**config.mk**
```make
export PLATFORM = sky130hd
export DESIGN_NAME = io_uart_in
export DESIGN_NICKNAME = d
export VERILOG_FILES = /design/src/rtl/io_uart_in.sv
export SDC_FILE = /design/constraint.sdc
export NUM_CORES = 1
export LEC_CHECK = 0
export CAP_MARGIN = 20
export CELL_PAD_IN_SITES_DETAIL_PLACEMENT = 0
export CELL_PAD_IN_SITES_GLOBAL_PLACEMENT = 1
export CORE_MARGIN = 5
export CORE_UTILIZATION = 46
export DETAILED_ROUTE_END_ITERATION = 6
export HOLD_SLACK_MARGIN = 0.03
export PLACE_DENSITY_LB_ADDON = 0.15
export SLEW_MARGIN = 20
export SYNTH_ARGS = -nofsm -noshare
export SYNTH_HDL_FRONTEND = slang
export SYNTH_SLANG_ARGS = --single-unit
```
**constraint.sdc**
```tcl
create_clock -name clk -period 3.4 [get_ports clk]
set_input_delay 0.68 -clock clk [delete_from_list [all_inputs] [get_ports clk]]
set_output_delay 0.68 -clock clk [all_outputs]
set_load 0.02 [all_outputs]
```
**src/rtl/io_uart_in.sv**
```systemverilog
// io_uart_in: 8N1 UART receiver with receive FIFO.
// Read/write registers on the io bus, rdata daisy chain.
module io_uart_in #(
  parameter int          FIFO_DEPTH = 16,
  parameter logic [15:0] DIV_RESET  = 16'd434,
  parameter logic [13:0] BASE_ADR   = 14'h3F10
) (
  input  logic        clk,
  input  logic        rst_n,
  input  logic        rx_in,
  input  logic        dma_io_we,
  input  logic [13:0] dma_io_wadr,
  input  logic [31:0] dma_io_wdata,
  input  logic [13:0] dma_io_radr,
  input  logic        dma_io_radr_en,
  input  logic [31:0] dma_io_rdata_in,
  output logic [31:0] dma_io_rdata,
  output logic        ext_uart_rx_interrupt_1shot
);

  localparam int AW = $clog2(FIFO_DEPTH);
  localparam logic [AW:0] DEPTH_C = (AW+1)'(FIFO_DEPTH);

  typedef enum logic [1:0] {
    S_IDLE,
    S_START,
    S_DATA,
    S_STOP
  } state_t;

  state_t      r_state;
  state_t      w_state_nx;
  logic        r_rx_s1;
  logic        r_rx_s2;
  logic        r_rx_prev;
  logic [15:0] r_smp;
  logic [15:0] w_smp_nx;
  logic [2:0]  r_bit;
  logic [2:0]  w_bit_nx;
  logic [7:0]  r_shift;
  logic [7:0]  w_shift_nx;
  logic        w_push;
  logic        w_ferr_set;
  logic        w_fall;

  logic        r_en;
  logic        r_irq_en;
  logic        r_ovr;
  logic        r_ferr;
  logic [15:0] r_div;
  logic        r_irq;

  logic [7:0]    r_mem [FIFO_DEPTH];
  logic [AW-1:0] r_wp;
  logic [AW-1:0] r_rp;
  logic [AW:0]   r_cnt;
  logic          w_empty;
  logic          w_full;
  logic          w_pop;
  logic          w_push_ok;
  logic          w_ovr_set;

  logic        w_rd_rx;
  logic        w_wr_ctrl;
  logic        w_wr_div;
  logic [15:0] w_div_wr;
  logic [13:0] w_roff;
  logic        w_rsel;
  logic [31:0] w_rval;
  logic [4:0]  w_cnt5;
  logic        r_hit;
  logic [31:0] r_rdata;

  assign w_fall = r_rx_prev & ~r_rx_s2;

  // two-flop synchroniser plus previous value for edge detect
  always_ff @(posedge clk or negedge rst_n) begin
    if (!rst_n) begin
      r_rx_s1   <= 1'b1;
      r_rx_s2   <= 1'b1;
      r_rx_prev <= 1'b1;
    end else begin
      r_rx_s1   <= rx_in;
      r_rx_s2   <= r_rx_s1;
      r_rx_prev <= r_rx_s2;
    end
  end

  // receiver FSM state and datapath registers
  always_ff @(posedge clk or negedge rst_n) begin
    if (!rst_n) begin
      r_state <= S_IDLE;
      r_smp   <= 16'd0;
      r_bit   <= 3'd0;
      r_shift <= 8'd0;
    end else begin
      r_state <= w_state_nx;
      r_smp   <= w_smp_nx;
      r_bit   <= w_bit_nx;
      r_shift <= w_shift_nx;
    end
  end

  // next state: sample at counter zero, reload with DIV-1
  always_comb begin
    w_state_nx = r_state;
    w_smp_nx   = r_smp;
    w_bit_nx   = r_bit;
    w_shift_nx = r_shift;
    w_push     = 1'b0;
    w_ferr_set = 1'b0;
    if (!r_en) begin
      w_state_nx = S_IDLE;
    end else begin
      unique case (r_state)
        S_IDLE: begin
          if (w_fall) begin
            w_state_nx = S_START;
            w_smp_nx   = r_div >> 1;
            w_bit_nx   = 3'd0;
          end
        end
        S_START: begin
          if (r_smp == 16'd0) begin
            if (!r_rx_s2) begin
              w_state_nx = S_DATA;
              w_smp_nx   = r_div - 16'd1;
            end else begin
              w_state_nx = S_IDLE;
            end
          end else begin
            w_smp_nx = r_smp - 16'd1;
          end
        end
        S_DATA: begin
          if (r_smp == 16'd0) begin
            w_shift_nx = {r_rx_s2, r_shift[7:1]};
            w_bit_nx   = r_bit + 3'd1;
            w_smp_nx   = r_div - 16'd1;
            if (r_bit == 3'd7) w_state_nx = S_STOP;
          end else begin
            w_smp_nx = r_smp - 16'd1;
          end
        end
        S_STOP: begin
          if (r_smp == 16'd0) begin
            w_state_nx = S_IDLE;
            w_push     = r_rx_s2;
            w_ferr_set = ~r_rx_s2;
          end else begin
            w_smp_nx = r_smp - 16'd1;
          end
        end
        default: w_state_nx = S_IDLE;
      endcase
    end
  end

  assign w_rd_rx   = dma_io_radr_en && (dma_io_radr == BASE_ADR);
  assign w_wr_ctrl = dma_io_we && (dma_io_wadr == BASE_ADR + 14'd2);
  assign w_wr_div  = dma_io_we && (dma_io_wadr == BASE_ADR + 14'd3);
  assign w_div_wr  = (dma_io_wdata[15:0] < 16'd16) ?
                     16'd16 : dma_io_wdata[15:0];

  assign w_empty   = (r_cnt == '0);
  assign w_full    = (r_cnt == DEPTH_C);
  assign w_pop     = w_rd_rx & ~w_empty;
  // a pop in the same cycle frees the slot a full FIFO needs
  assign w_push_ok = w_push & (~w_full | w_pop);
  assign w_ovr_set = w_push & w_full & ~w_pop;

  // FIFO storage
  always_ff @(posedge clk) begin
    if (w_push_ok) r_mem[r_wp] <= r_shift;
  end

  // FIFO pointers and occupancy
  always_ff @(posedge clk or negedge rst_n) begin
    if (!rst_n) begin
      r_wp  <= '0;
      r_rp  <= '0;
      r_cnt <= '0;
    end else begin
      if (w_push_ok) r_wp <= r_wp + 1'b1;
      if (w_pop)     r_rp <= r_rp + 1'b1;
      if (w_push_ok && !w_pop)      r_cnt <= r_cnt + 1'b1;
      else if (!w_push_ok && w_pop) r_cnt <= r_cnt - 1'b1;
    end
  end

  // control registers and sticky flags; a new event beats a clear
  always_ff @(posedge clk or negedge rst_n) begin
    if (!rst_n) begin
      r_en     <= 1'b0;
      r_irq_en <= 1'b0;
      r_ovr    <= 1'b0;
      r_ferr   <= 1'b0;
      r_div    <= DIV_RESET;
      r_irq    <= 1'b0;
    end else begin
      if (w_wr_ctrl) begin
        r_en     <= dma_io_wdata[0];
        r_irq_en <= dma_io_wdata[1];
      end
      if (w_ovr_set)                        r_ovr <= 1'b1;
      else if (w_wr_ctrl && dma_io_wdata[2]) r_ovr <= 1'b0;
      if (w_ferr_set)                        r_ferr <= 1'b1;
      else if (w_wr_ctrl && dma_io_wdata[3]) r_ferr <= 1'b0;
      if (w_wr_div) r_div <= w_div_wr;
      r_irq <= w_push_ok & r_irq_en;
    end
  end

  assign w_roff = dma_io_radr - BASE_ADR;
  assign w_rsel = (w_roff[13:2] == 12'd0);
  assign w_cnt5 = 5'(r_cnt);

  // register read mux
  always_comb begin
    w_rval = 32'd0;
    unique case (w_roff[1:0])
      2'd0: w_rval = w_empty ? 32'd0 :
                     {23'd0, 1'b1, r_mem[r_rp]};
      2'd1: w_rval = {23'd0, w_cnt5, r_ferr, r_ovr,
                      w_full, ~w_empty};
      2'd2: w_rval = {30'd0, r_irq_en, r_en};
      2'd3: w_rval = {16'd0, r_div};
      default: w_rval = 32'd0;
    endcase
  end

  // registered read hit and data for the chain
  always_ff @(posedge clk or negedge rst_n) begin
    if (!rst_n) begin
      r_hit   <= 1'b0;
      r_rdata <= 32'd0;
    end else begin
      r_hit   <= dma_io_radr_en & w_rsel;
      r_rdata <= w_rval;
    end
  end

  assign dma_io_rdata = r_hit ? r_rdata : dma_io_rdata_in;
  assign ext_uart_rx_interrupt_1shot = r_irq;

endmodule

```
==> flow_metrics.env, run 1 <==
export IMPL_layout_drive_gt1_share_pct=21.4
export IMPL_seqCellArea_sq_mm=0.00593
export IMPL_synth_main_ff_cell="edfxtp_1"
export IMPL_arrival_ps=3530
export IMPL_worst_pin_slew_ps=900
export IMPL_grt_pass1_wl_mm=37.4
export IMPL_power_w=0.00544
export IMPL_core_area_sq_mm=0.0211
export IMPL_numPortBuffers=113
export IMPL_post_dp_hpwl_mm=17.3
export IMPL_power_leakage_nw=5.05
export IMPL_layout_worst_path_cycle_share_pct=92.7
export IMPL_crit_fanout=2
export IMPL_slew_viol_final=0
export IMPL_yosysWarnings=0
export IMPL_start_util_pct=47.0
export IMPL_routed_wl_mm=23.7
export IMPL_placed_cells=1113
export IMPL_whs_ps=196
export IMPL_fmax_mhz=317
export IMPL_fin_skew_ps=13.8
export IMPL_hold_viol_final=0
export IMPL_cts_hold_buf=0
export IMPL_synth_cell_type_count=61
export IMPL_place_area_sq_mm=0.0117
export IMPL_cp_data_required_time_ps=3780
export IMPL_ctsResizeCount=0
export IMPL_syn_num_nets=828
export IMPL_synthToLayoutAreaGrowth_pct=25.8
export IMPL_first_pass_iters=5
export IMPL_setup_tns_ps=0
export IMPL_ant_nets=0
export IMPL_antenna_cells=0
export IMPL_status="complete, no violations"
export IMPL_grt_start_max_net_pins=51
export IMPL_rsz0062_at_grt="false"
export IMPL_cts_tree="built"
export IMPL_vias=6411
export IMPL_nets=979
export IMPL_multi_input_area_sq_mm=0.00368
export IMPL_antenna_found_initial=0
export IMPL_fill_cells=1669
export IMPL_worstSetupStartpointType="input pin"
export IMPL_setup_viol_count_final=0
export IMPL_htree_num_levels=1
export IMPL_synth_seq_area_share_pct=59.9
export IMPL_yosysMostFrequentCell="edfxtp_1"
export IMPL_layoutNonFillerInstCount=1155
export IMPL_path_class="input pin to register"
export IMPL_grt_overflow_total=0
export IMPL_synth_edff_count=128
export IMPL_maxSlewHeadroom_pct=39.9
export IMPL_dieArea_sq_mm=0.0246
export IMPL_end_kind="register"
export IMPL_path_clk_slew_ps=60
export IMPL_drtIter0Drc=427
export IMPL_drc=0
export IMPL_place_gp_congestion=0.852
export IMPL_cts_made_buffers=23
export IMPL_peakVddDrop_mv=0.396
export IMPL_syn_avg_cell_area_sq_um=13.9
export IMPL_die_h_um=157
export IMPL_power_density_mw_per_mm2=437
export IMPL_fin_area_sq_mm=0.0125
export IMPL_cts_sinks=211
export IMPL_cts_root_buf="clkbuf_16"
export IMPL_die_w_um=157
export IMPL_rows=53
export IMPL_clk_latency_ps=520
export IMPL_netlist_top_cells_area="edfxtp_1 (39%), dfrtp_1 (19%), mux4_2 (9.1%)"
export IMPL_synthTopCellsByCount="edfxtp_1 (128), dfrtp_1 (75), nand2_1 (55)"
export IMPL_synth_top_cell_area_share_pct=38.8
export IMPL_synthArstFlopShare_pct=39.3
export IMPL_ios=130
export IMPL_vias_per_cell=5.55
export IMPL_post_cts_buffers=0
export IMPL_grtUsageTotal_pct=19.5
export IMPL_ctsLongestPathBuffers=3
export IMPL_netlist_area_sq_mm=0.00990
export IMPL_wl_per_cell_um=20.6
export IMPL_finalCriticalPeriod_ps=3150
export IMPL_synth_cells=712
export IMPL_synth_seq_cells=211
export IMPL_cap_violations=0
export IMPL_yosysTopAreaCell="edfxtp_1"
export IMPL_first_global_vias=6700
export IMPL_min_path_type="input pin to async pin"
[cell type report]
type	count	area share (%)
Sequential cell	211	47.6
Timing Repair Buffer	161	12.9
Clock buffer	30	4.91
Clock inverter	12	1.26
Tap cell	275	2.76
Inverter	33	0.995
Multi-Input combinational cell	433	29.6
[flip-flops by register name, indices dropped and copies added, names as in the netlist, 2 cells and up]
signal	cells
r_cnt	5
r_rp	4
r_state	2
r_mem	128
r_smp	16
r_rdata	16
r_shift	8
r_wp	4
r_div	16
r_bit	3
[layout by cell type, fill, tap and decap left out, types with 4 or more instances in the layout]
cell type / synthesis / final
inv_1: 33 / 33
ha_1: 18 / 18
o21ai_0: 35 / 35
clkdlybuf4s50_1: 0 / 112
nand2b_1: 7 / 7
buf_4: 2 / 40
nand4_1: 9 / 9
dfrtp_1: 75 / 74
nand4b_1: 4 / 4
a21oi_1: 17 / 17
a22o_1: 7 / 7
and3_1: 9 / 9
o221ai_1: 6 / 6
dfstp_2: 8 / 8
edfxtp_1: 128 / 128
nand3b_1: 4 / 4
nor4_1: 8 / 8
mux2_2: 44 / 44
nand2_1: 55 / 55
xor2_1: 16 / 16
nor2_1: 32 / 32
xnor2_1: 19 / 19
nor3_1: 8 / 8
buf_12: 0 / 9
mux4_2: 40 / 40
o31ai_1: 7 / 7
clkbuf_1: 20 / 6
or3_1: 4 / 4
nor2b_1: 17 / 17
nand3_1: 8 / 8
and2_1: 12 / 12
clkbuf_16: 0 / 23
[report_power, final]
group	internal (W)	switching, W	total [W]
Sequential	0.00270	0.00000329	0.00271
Combinational	0.000140	0.0000980	0.000238
Clock	0.00151	0.000983	0.00249
[routing by layer]
metal / vias up / global-route usage (%) / routed length [um]
met5: - / 0 / 0
met4: 0 / 4.83 / 522
met3: 36 / 3.15 / 1210
met2: 175 / 34.2 / 12300
met1: 3225 / 25.6 / 9760
li1: 2975 / - / -
[metrics by stage]
stage | util [%] | worst slack, ps
3_5_place_dp | 55.4 | -290
6_report | 59.1 | 247
4_1_cts | 59.1 | 261
2_1_floorplan | - | 43.1
5_1_grt | 59.1 | 15.3
3_3_place_gp | 55.4 | -182
[cells by family after synthesis]
family,after synthesis,synth area share (%)
adders and majority gates,19,2.48
and+or+nand+nor,193,10.7
muxes,86,14.3
xor gates and xnor gates,35,3.10
buffers and inverters,68,2.89
AOI/OAI and AO/OA,100,6.60
DFF,211,59.9
[worst paths after layout]
path                                      start  cells after the start               endpoint  slack (ps)
setup / recovery                 dma_io_radr[3]                     13   r_cnt[3]$_DFFE_PN0P_         250
hold / removal                            rst_n                      1  r_smp[10]$_DFFE_PN0P_         200
setup reg to reg           r_smp[2]$_DFFE_PN0P_                     12   r_cnt[3]$_DFFE_PN0P_         270
hold reg to reg               r_rx_s1$_DFF_PN1_                      0      r_rx_s2$_DFF_PN1_         350
max in group asynchronous                 rst_n                      2    r_rx_prev$_DFF_PN1_        2520
min in group clk              r_rx_s1$_DFF_PN1_                      0      r_rx_s2$_DFF_PN1_         350
[critical path, stage by stage]
cell and delay [ps]:
clkdlybuf4s50_1 390, or4b_1 540, nor3_2 240, nand3_2 130
a211oi_2 250, ha_1 220, inv_1 70, buf_4 140
ha_1 270, a21o_1 170, a21oi_1 180, xor2_1 170
o21ai_0 90
(Power assumes the default switching activity.)
==> run 2: changes to the inputs <==
- CAP_MARGIN: 20 -> unset
==> results of run 2 <==
Same layout as run 1: the final DEF is identical, and so are final timing and power.
==> run 3: changes to the inputs <==
- CORE_ASPECT_RATIO: unset -> 0.7
==> flow_metrics.env, run 3 (same netlist as run 1, synthesis figures left out) <==
export IMPL_status="complete, no violations"
export IMPL_min_path_type="input pin to async pin"
export IMPL_numPortBuffers=113
export IMPL_path_clk_slew_ps=60
export IMPL_whs_ps=313
export IMPL_wl_met1_mm=12.1
export IMPL_post_cts_buffers=0
export IMPL_cap_violations=0
export IMPL_crit_chain="clkdlybuf4s50_1 > or4b_1 > nor3_4 > nand3_2 > a211oi_2 > ha_1 > inv_1 > buf_4 > ha_1 > a21o_1 > a21oi_1 > xor2_1 > o21ai_0"
export IMPL_cts_sinks=211
export IMPL_worst_pin_slew_ps=929
export IMPL_slew_viol_final=0
export IMPL_layoutNonFillerInstCount=1162
export IMPL_cts_made_buffers=22
export IMPL_place_gp_congestion=0.904
export IMPL_finalCriticalPeriod_ps=3170
export IMPL_drtIter0Drc=523
export IMPL_dr_wl_met3_mm=2.08
export IMPL_vias=6637
export IMPL_largest_reg_flops=128
export IMPL_final_common_cell="edfxtp_1"
export IMPL_antenna_found_initial=0
export IMPL_routed_wl_mm=25.5
export IMPL_layout_worst_path_cycle_share_pct=93.3
export IMPL_synthToLayoutAreaGrowth_pct=25.5
export IMPL_cts_tree="built"
export IMPL_first_global_vias=6882
export IMPL_cts_hold_buf=0
export IMPL_fmax_mhz=315
export IMPL_ctsLongestPathBuffers=3
export IMPL_layout_drive_gt1_share_pct=22.1
export IMPL_reg2regPathDepth=12
export IMPL_post_dp_hpwl_mm=18.2
export IMPL_peakVddDrop_mv=0.299
export IMPL_arrival_ps=3550
export IMPL_first_pass_iters=5
export IMPL_worstSetupStartpointType="input pin"
export IMPL_start_util_pct=47.2
export IMPL_path_buf_inv=3
export IMPL_htree_num_levels=1
export IMPL_clk_latency_ps=500
export IMPL_die_w_um=185
export IMPL_cp_data_required_time_ps=3770
export IMPL_largest_register="r_mem"
export IMPL_placed_cells=1122
export IMPL_wl_per_cell_um=22.0
export IMPL_power_leakage_nw=5.06
export IMPL_core_area_sq_mm=0.0210
export IMPL_fin_skew_ps=13.4
export IMPL_vias_per_cell=5.71
export IMPL_setup_tns_ps=0
export IMPL_maxSlewHeadroom_pct=38.1
export IMPL_rows=44
export IMPL_drc=0
export IMPL_grt_start_max_net_pins=73
export IMPL_critPathTopFamily="simple AND/OR/NAND/NOR gates"
export IMPL_ctsResizeCount=0
export IMPL_ant_nets=0
export IMPL_topRoutingLayerUsed="met4"
export IMPL_grtUsageTotal_pct=21.0
export IMPL_grt_overflow_total=0
export IMPL_power_density_mw_per_mm2=425
export IMPL_cpMostUsedCell="ha_1"
export IMPL_path_class="input pin to register"
export IMPL_slowest_delay_ps=500
export IMPL_end_kind="register"
export IMPL_dr_wl_met2_mm=11.0
export IMPL_mostFrequentLayoutCells="edfxtp_1 (128), clkdlybuf4s50_1 (112), dfrtp_1 (74)"
export IMPL_setup_viol_count_final=0
export IMPL_hold_viol_final=0
export IMPL_dieArea_sq_mm=0.0246
export IMPL_cp_depth=13
export IMPL_ios=130
export IMPL_crit_fanout=3
export IMPL_antenna_cells=0
export IMPL_grt_pass1_wl_mm=40.1
export IMPL_nets=986
export IMPL_slowest_stage="or4b_1"
export IMPL_die_h_um=133
export IMPL_cts_root_buf="clkbuf_16"
run 3: where the power goes:
part | internal, W | switching [W] | total (W) | leakage [nW]
Clock | 0.00135 | 0.000979 | 0.00233 | 0.334
Combinational | 0.000139 | 0.0000982 | 0.000237 | 2.25
Sequential | 0.00270 | 0.00000361 | 0.00271 | 2.48
run 3: path summary, 6_finish.rpt:
check                                      from               endpoint  slack, ps
max                              dma_io_radr[4]   r_cnt[3]$_DFFE_PN0P_        230
max reg2reg                r_smp[2]$_DFFE_PN0P_   r_cnt[3]$_DFFE_PN0P_        310
min                                       rst_n  r_smp[12]$_DFFE_PN0P_        310
min in group clk              r_rx_s1$_DFF_PN1_      r_rx_s2$_DFF_PN1_        370
min reg2reg                   r_rx_s1$_DFF_PN1_      r_rx_s2$_DFF_PN1_        370
max in group asynchronous                 rst_n   r_bit[2]$_DFFE_PN0P_       2380
run 3: worst reg2reg max path, delay by kind of cell, from the launching register on:
kind / cells / cell delay [ps]
and+or+nand+nor: 3 / 930
buffers and inverters: 2 / 220
DFF: 1 / 470
adders and majority gates: 2 / 500
xor gates and xnor gates: 1 / 150
AOI/OAI and AO/OA: 4 / 720
run 3: area by class of cell:
| type | instances | area (sq um) |
|---|---|---|
| fillers | 1622 | 8550 |
| flip-flops and latches | 211 | 5930 |
| multi-input cells | 433 | 3700 |
| repair buffers | 169 | 1620 |
| clock buffers | 28 | 614 |
| well taps | 276 | 345 |
| inverters | 33 | 124 |
| clock inverters | 12 | 87.6 |
run 3: routing by layer:
metal / track usage (%) / vias to the layer above
li1: - / 2983
met1: 33.4 / 3356
met2: 29.9 / 274
met3: 4.91 / 24
met4: 3.59 / 0
met5: 0 / -
run 3: stage by stage:
step,setup WS (ps),area (sq um),total power (W),util (%)
6_report,227,12400,0.00528,59.2
4_1_cts,244,12400,0.00532,59.2
3_5_place_dp,-254,11700,0.00300,55.8
3_3_place_gp,-220,11700,0.00300,55.8
5_1_grt,-4.72,12400,0.00544,59.2
2_1_floorplan,43.1,9900,0.00283,-
